`src/rtl/fetch_align.sv`:
```
// fetch_align: fetch-side parcel aligner.
//
// Takes 32-bit aligned fetch words, keeps them as 16-bit parcels in a small
// circular queue, and hands out one instruction per handshake. The
// instruction is either a 16-bit compressed parcel or a 32-bit instruction
// built from two parcels. The two halves of a 32-bit instruction may come
// from different fetch words, and may sit on either side of the array wrap
// point. A redirect flushes the queue and restarts at any halfword-aligned PC.
//
// Parameters
//   DEPTH     parcel queue capacity (even, >= 4)
//   RESET_PC  PC of the first parcel after reset
//
// Ports
//   clock, reset       rising-edge clock, asynchronous active-high reset
//   fetch_valid/ready  fetch word handshake (ready = at least 2 free slots)
//   fetch_data         [15:0] lower-address parcel, [31:16] upper parcel
//   redirect           flush and restart at redirect_pc (bit 0 ignored)
//   instr_valid/ready  instruction handshake
//   instr              {16'b0,P0} when compressed, {P1,P0} otherwise
//   instr_pc           PC of the parcel at the head of the queue
//   instr_compressed   instr[1:0] != 2'b11
//
// Optional build macro FETCH_ALIGN_ERROR_EN adds fetch_error / instr_error.
// Each parcel then carries its word's error bit. An erroneous head parcel is
// emitted on its own, so a faulting fetch never waits for an upper half.

module fetch_align #(
  parameter int          DEPTH    = 6,
  parameter logic [31:0] RESET_PC = 32'h0
) (
  input  logic        clock,
  input  logic        reset,
  input  logic        fetch_valid,
  output logic        fetch_ready,
  input  logic [31:0] fetch_data,
`ifdef FETCH_ALIGN_ERROR_EN
  input  logic        fetch_error,
  output logic        instr_error,
`endif
  input  logic        redirect,
  input  logic [31:0] redirect_pc,
  output logic        instr_valid,
  input  logic        instr_ready,
  output logic [31:0] instr,
  output logic [31:0] instr_pc,
  output logic        instr_compressed
);

  localparam int IW = $clog2(DEPTH);
  localparam int CW = $clog2(DEPTH + 1);

  typedef logic [IW-1:0] idx_t;
  typedef logic [CW-1:0] cnt_t;

  localparam logic [IW:0] DEPTH_X    = (IW+1)'(DEPTH);
  localparam cnt_t        PUSH_LIMIT = cnt_t'(DEPTH - 2);

  // base + inc is always below 2*DEPTH, so one conditional subtract wraps it.
  function automatic idx_t wrap_add(input idx_t base, input logic [IW:0] inc);
    logic [IW:0] sum;
    sum = {1'b0, base} + inc;
    if (sum >= DEPTH_X) sum = sum - DEPTH_X;
    return sum[IW-1:0];
  endfunction

  logic [15:0] parcel_q [DEPTH];
  idx_t        head;
  cnt_t        count;
  logic [31:0] head_pc;
  logic        skip_low;

  idx_t        head_nx1;
  idx_t        head_nx2;
  idx_t        tail;
  idx_t        tail_nx1;
  logic [15:0] p0;
  logic [15:0] p1;
  logic        has_one;
  logic        has_two;
  logic        head_err;
  logic        dec_valid;
  logic        pop_two;
  logic        push;
  logic        pop;
  cnt_t        push_cnt;
  cnt_t        pop_cnt;

  logic        unused_pc_lsb;
  assign unused_pc_lsb = redirect_pc[0];

`ifdef FETCH_ALIGN_ERROR_EN
  logic [DEPTH-1:0] err_q;
  assign head_err = err_q[head];
`else
  assign head_err = 1'b0;
`endif

  assign head_nx1 = wrap_add(head, (IW+1)'(1));
  assign head_nx2 = wrap_add(head, (IW+1)'(2));
  assign tail     = wrap_add(head, (IW+1)'(count));
  assign tail_nx1 = wrap_add(tail, (IW+1)'(1));

  assign p0      = parcel_q[head];
  assign p1      = parcel_q[head_nx1];
  assign has_one = (count != '0);
  assign has_two = (count >= cnt_t'(2));

  // Decode looks only at registered queue state. Redirect just masks the
  // valid, so no pop can happen in the cycle that flushes the queue.
  always_comb begin
    dec_valid        = 1'b0;
    pop_two          = 1'b0;
    instr            = 32'h0;
    instr_compressed = 1'b0;
    if (has_one) begin
      if (head_err || p0[1:0] != 2'b11) begin
        dec_valid        = 1'b1;
        instr            = {16'h0, p0};
        instr_compressed = (p0[1:0] != 2'b11);
      end else if (has_two) begin
        dec_valid = 1'b1;
        pop_two   = 1'b1;
        instr     = {p1, p0};
      end
    end
  end

`ifdef FETCH_ALIGN_ERROR_EN
  always_comb begin
    instr_error = 1'b0;
    if (dec_valid) instr_error = head_err | (pop_two & err_q[head_nx1]);
  end
`endif

  assign instr_valid = dec_valid & ~redirect;
  assign instr_pc    = head_pc;

  // Registered count only; the redirect mask is the sole combinational term.
  assign fetch_ready = ~redirect & (count <= PUSH_LIMIT);

  assign push = fetch_valid & fetch_ready;
  assign pop  = instr_valid & instr_ready;

  always_comb begin
    push_cnt = '0;
    pop_cnt  = '0;
    if (push) push_cnt = skip_low ? cnt_t'(1) : cnt_t'(2);
    if (pop)  pop_cnt  = pop_two  ? cnt_t'(2) : cnt_t'(1);
  end

  always_ff @(posedge clock or posedge reset) begin
    if (reset) begin
      head     <= '0;
      count    <= '0;
      head_pc  <= RESET_PC;
      skip_low <= 1'b0;
      for (int i = 0; i < DEPTH; i++) parcel_q[i] <= 16'h0;
`ifdef FETCH_ALIGN_ERROR_EN
      err_q    <= '0;
`endif
    end else if (redirect) begin
      count    <= '0;
      head_pc  <= {redirect_pc[31:1], 1'b0};
      skip_low <= redirect_pc[1];
    end else begin
      // Push writes only slots beyond the current count, so it never
      // collides with the parcels a same-cycle pop consumes.
      if (push) begin
        if (skip_low) begin
          parcel_q[tail] <= fetch_data[31:16];
          skip_low       <= 1'b0;
`ifdef FETCH_ALIGN_ERROR_EN
          err_q[tail]    <= fetch_error;
`endif
        end else begin
          parcel_q[tail]     <= fetch_data[15:0];
          parcel_q[tail_nx1] <= fetch_data[31:16];
`ifdef FETCH_ALIGN_ERROR_EN
          err_q[tail]        <= fetch_error;
          err_q[tail_nx1]    <= fetch_error;
`endif
        end
      end
      if (pop) begin
        head    <= pop_two ? head_nx2 : head_nx1;
        head_pc <= head_pc + (pop_two ? 32'd4 : 32'd2);
      end
      count <= count + push_cnt - pop_cnt;
    end
  end

endmodule
```
`config.mk`:
```
export PLATFORM = sky130hd
export DESIGN_NAME = fetch_align
export DESIGN_NICKNAME = d
export VERILOG_FILES = /design/src/rtl/fetch_align.sv
export SDC_FILE = /design/constraint.sdc
export NUM_CORES = 1
export LEC_CHECK = 0
export ABC_CLOCK_PERIOD_IN_PS = 6000
export CAP_MARGIN = 20
export CELL_PAD_IN_SITES_DETAIL_PLACEMENT = 1
export CELL_PAD_IN_SITES_GLOBAL_PLACEMENT = 1
export CORE_UTILIZATION = 43
export DETAILED_ROUTE_END_ITERATION = 8
export PLACE_DENSITY_LB_ADDON = 0.1
export SLEW_MARGIN = 20
export SYNTH_ARGS = -nofsm -noshare
export SYNTH_HDL_FRONTEND = slang
export SYNTH_SLANG_ARGS = --single-unit
```
`constraint.sdc`:
```
create_clock -name clock -period 6 [get_ports clock]
set_clock_uncertainty 0.15 [all_clocks]
set_input_delay 1.2 -clock clock [delete_from_list [all_inputs] [get_ports clock]]
set_output_delay 1.2 -clock clock [all_outputs]
set_load 0.01 [all_outputs]
```
Yosys cells after proc, flatten, opt, wreduce, memory -nomap -nowiden --
Cells that the tools add are included.
Cells by class: add/subtract/negate cells 11, magnitude comparators 12, eq/ne operators 1, multiplexer cells 39, bitwise gates (word level) 9, reductions and logical operators 7
Operator list (number):
- $bwmux 96 | 3
- $mux 32 | 5
- $bmux 16 s3 | 2
- $demux 16 s3 | 2
- $mux 16 | 6
- $mux 96 | 1
- $add 32x3->32 | 1
- $mux 3 | 7
- $ge 4x3->1 const B | 4
- $ge 4x4->1 const B | 4
- $not 3->4 | 4
- $sub 3x3->3 const B | 4
- $mux 1 | 9
- $add 3x1->4 const B | 2
- $lt 4x1->1 const B | 2
- $mux 2 | 4
- $add 3x2->4 const B | 1
- $add 3x3->4 | 1
- $and 1x1->1 | 4
- $reduce_and 2->1 | 2
- $reduce_bool 2->1 | 2
- $add 3x3->3 | 1
- $ge 3x2->1 const B | 1
- $le 3x3->1 const B | 1
- 5 further kinds | 6
Storage, ports and cells: bits in registers 135, input port bits 69, output and inout bits 67, word-level logic and storage cells 89

Longest topological paths before layout --
depth in word-level cells 13, depth in mapped cells 17, depth with buffers taken out 14

Worst setup path before layout --
Ideal clock, no wire load.
kind reg-to-output, start register head[0], end output port instr[22], arrival 3.333 ns, required time 4.650 ns, path slack 1.317 ns, cell stages (with the launch flop) 12, path buffers 5, cell sequence dfrtp_1 > buf_6 > buf_1 > buf_2 > buf_2 > inv_1 > ha_1 > xor2_1 > buf_2 > mux4_2 > inv_1 > o22ai_1
Between the ends: longest elaborated chain between the ends 10, elaborated cells between the ends (all ways) 16, those cells by class add/sub (2); order compare (1); eq/ne (1); mux (10); bitwise (2)
Ends and longest elaborated chain:
- from (decl) | line 68 | idx_t head;
- from (signal assigned) | line 186 | head <= pop_two ? head_nx2 : head_nx1;
- $add 3x1->4 | line 62 | sum = {1'b0, base} + inc;
- $ge 4x3->1 or $sub 3x3->3 (tied branches) | line 63 | if (sum >= DEPTH_X) sum = sum - DEPTH_X;
- $mux 3 | line 63
- $not 3->4 (not written as such) | line 105 | assign p1 = parcel_q[head_nx1];
- $bmux 16 s3 | line 105
- $mux 16 (not written as such) (2 in series) | line 105
- $mux 32 | line 121 | end else if (has_two) begin
- $mux 32 * | line 117 | if (head_err || p0[1:0] != 2'b11) begin
- $mux 32 * | line 116 | if (has_one) begin
- to (decl) | line 45 | output logic [31:0] instr,
Every way passes the cells marked *; elsewhere a longest branch is shown, timed or not. The select of a mux whose other input is x is not followed.

Final worst setup path --
start register head[1], end output port instr[31]
Same word-level chain as after synthesis.

==> metrics <==
Final setup viols=0; Register Area=3360 µm²; TritonCTS clock tree=done; pre-CTS setup slack=0.814 ns; core region area=21000 µm²; drt wl/cell=24.2 µm; GRT Resource Usage Total=0.299; CTS root buffer=clkbuf_16; CTS sink cnt=134; Cells after Synth=932; library cells used by synthesis=77; Cell Pwr Density=624 nW/µm²; Max Cap Viol=0; Max Fclk=0.180 GHz; Util after Layout=0.541; share of cells above drive strength 1=0.153; static leakage=4.58 nW; Synth warnings=0; fraction of the yosys area taken by sequential cells=0.363; Post-CTS Hold Buffers=0; GPL Wtd Cong=0.839; DRC=0; Clock Pin Slew Worst Setup and Hold Paths=0.06 ns; DP Cell Count=1284; Post-DP HPWL=20.2 mm; largest net degree at the start of global routing=74; fillcell total=2324; Multi-input gate area=5350 µm²; CTS Buf Count=17; Slew @ Worst Pin=1.03 ns; Final Power=7.09 mW; H-tree depth=4; WL final=31.9 mm; Final period util=0.928; syn nets=1021; Setup Fix Bufs, Post-CTS=0; ANT nets after route=0; Layout area overhead=22.9%; overall die height=149 µm; Top-Level Pins=136; Avg Inst Size Synth=9.92 µm²; initial core utilization=0.440; CTS resizes=0; hold depth=1; nets@finish=1117; vias per std cell=6.33; final std cells w/o fill=1316; chip width=149 µm; Register-to-Register Path Depth=13; post-route worst setup slack=0.432 ns; synthesized flop and latch total=134; ANT cells=0; ys flop type=dfrtp_1; worst-skew pair later-pin latency=0.43 ns; clk buf depth=2; leading cell types in the layout, fill and taps excluded=dfrtp_1 (132), clkdlybuf4s50_1 (132), nor2_1 (80), nand2_1 (57), o21ai_0 (48); setup TNS=0 ns; Final Max Tran Viols=0; unrepaired setup endpoints after global routing=no; main area contributors after synthesis=dfrtp_1 (36%), mux4_2 (7.6%), a221o_1 (5.1%), mux2_2 (4.4%), a22oi_1 (3.7%); Yosys top cell by area=dfrtp_1; critical path class=register to output port; Slew headroom=0.315; post-route minimum period=5.57 ns; total die area=22100 µm²; asr flop ratio synth=1.00; overflow left after global routing=0; crit end category=output port; Peak VDD IR=0.405 mV; Worst EP required=4.65 ns; vias in the first global route=8500; port bufs=133; Worst Path Max Fanout=16; CP startpoint kind=register; first-pass GRT wire length=49.4 mm; endpoints failing hold=0; via count=8325; Pre-antenna DRT Iters=5; Post-synth EDFFs=0; worst min-delay path class=register to register; initial detailed-routing violation count=598; initial antenna violation count=0; top cell type's share of synthesized area=0.363; Rows=53; Mapped Area=9240 µm²; WP data arrival=4.22 ns; status=completed
layout make-up:
cell class / count / share of cell area
inverter: 39 / 0.0131
sequential: 134 / 0.296
clock inverter: 8 / 0.00826
tap: 275 / 0.0303
timing repair buffer: 163 / 0.138
multi-input combinational: 673 / 0.471
clock buffer: 24 / 0.0442
metrics by stage:
step / cell area (µm²) / hold slack [ns]
floorplan: 9240 / 0.321
global placement: 10800 / 0.341
detailed placement: 10800 / 0.345
CTS: 11400 / 0.362
global route: 11400 / 0.382
finish: 11400 / 0.358
Yosys cell counts, types with 26 or more instances:
cell       instances
a221o_1           47
mux4_2            31
dfrtp_1          134
buf_2             26
nor2_1            80
mux2i_1           33
nand2_1           58
inv_1             37
clkbuf_1          45
o2bb2ai_1         28
mux2_2            36
a22oi_1           46
o21ai_0           48
metal layers:
layer | GRT usage | vias to the layer above | wire length, µm
met5 | 0 | - | 0
met4 | 0.117 | 0 | 845
met3 | 0.0521 | 61 | 1990
met2 | 0.505 | 344 | 15400
met1 | 0.379 | 4227 | 13600
li1 | - | 3693 | -
worst paths after layout:
| check | endpoint | slack (ns) | from |
|---|---|---|---|
| max in group asynchronous | parcel_q[27] | 3.48 | reset |
| min in group asynchronous | instr_pc[1] | 1.18 | reset |
| setup / recovery | instr[31] | 0.43 | head[1] |
| hold reg to reg | parcel_q[2] | 0.36 | parcel_q[2] |
| hold / removal | parcel_q[2] | 0.36 | parcel_q[2] |
| setup reg to reg | parcel_q[54] | 0.74 | head[0] |
flip-flops by register name (all words and copies together) (netlist names):
register / cells
parcel_q: 96
instr_pc: 31
count: 3
head: 3
skip_low: 1
worst max-delay path, cell delays in order, from the launching register on:
cell	delay, ns
dfrtp_1	0.87
inv_1	0.31
ha_1	0.43
o21ai_0	0.12
nor2_1	0.07
a21oi_1	0.33
or3_1	0.83
o22ai_1	0.29
clkdlybuf4s50_1	0.54
report_power, final:
part           total (mW)  switching, mW  internal [mW]
logic                4.38           2.46           1.93
registers            1.62          0.365           1.26
clock network        1.08          0.418          0.665
total                7.09           3.24           3.85
cells by family (layout without fill, tap and decap cells):
family                   count (synthesis)  count (layout)  share of synthesized area
AO/OA/AOI/OAI                          263             263                      0.218
XOR/XNOR                                36              36                     0.0357
adder cells (fa/ha/maj)                 20              20                     0.0303
buffers and inverters                  125             234                     0.0597
flip-flops                             134             134                      0.363
multiplexers                           102             102                      0.160
other                                    1               1                   0.000406
AND/OR/NAND/NOR                        251             251                      0.134
No activity file was read; power rests on OpenSTA's default activity.
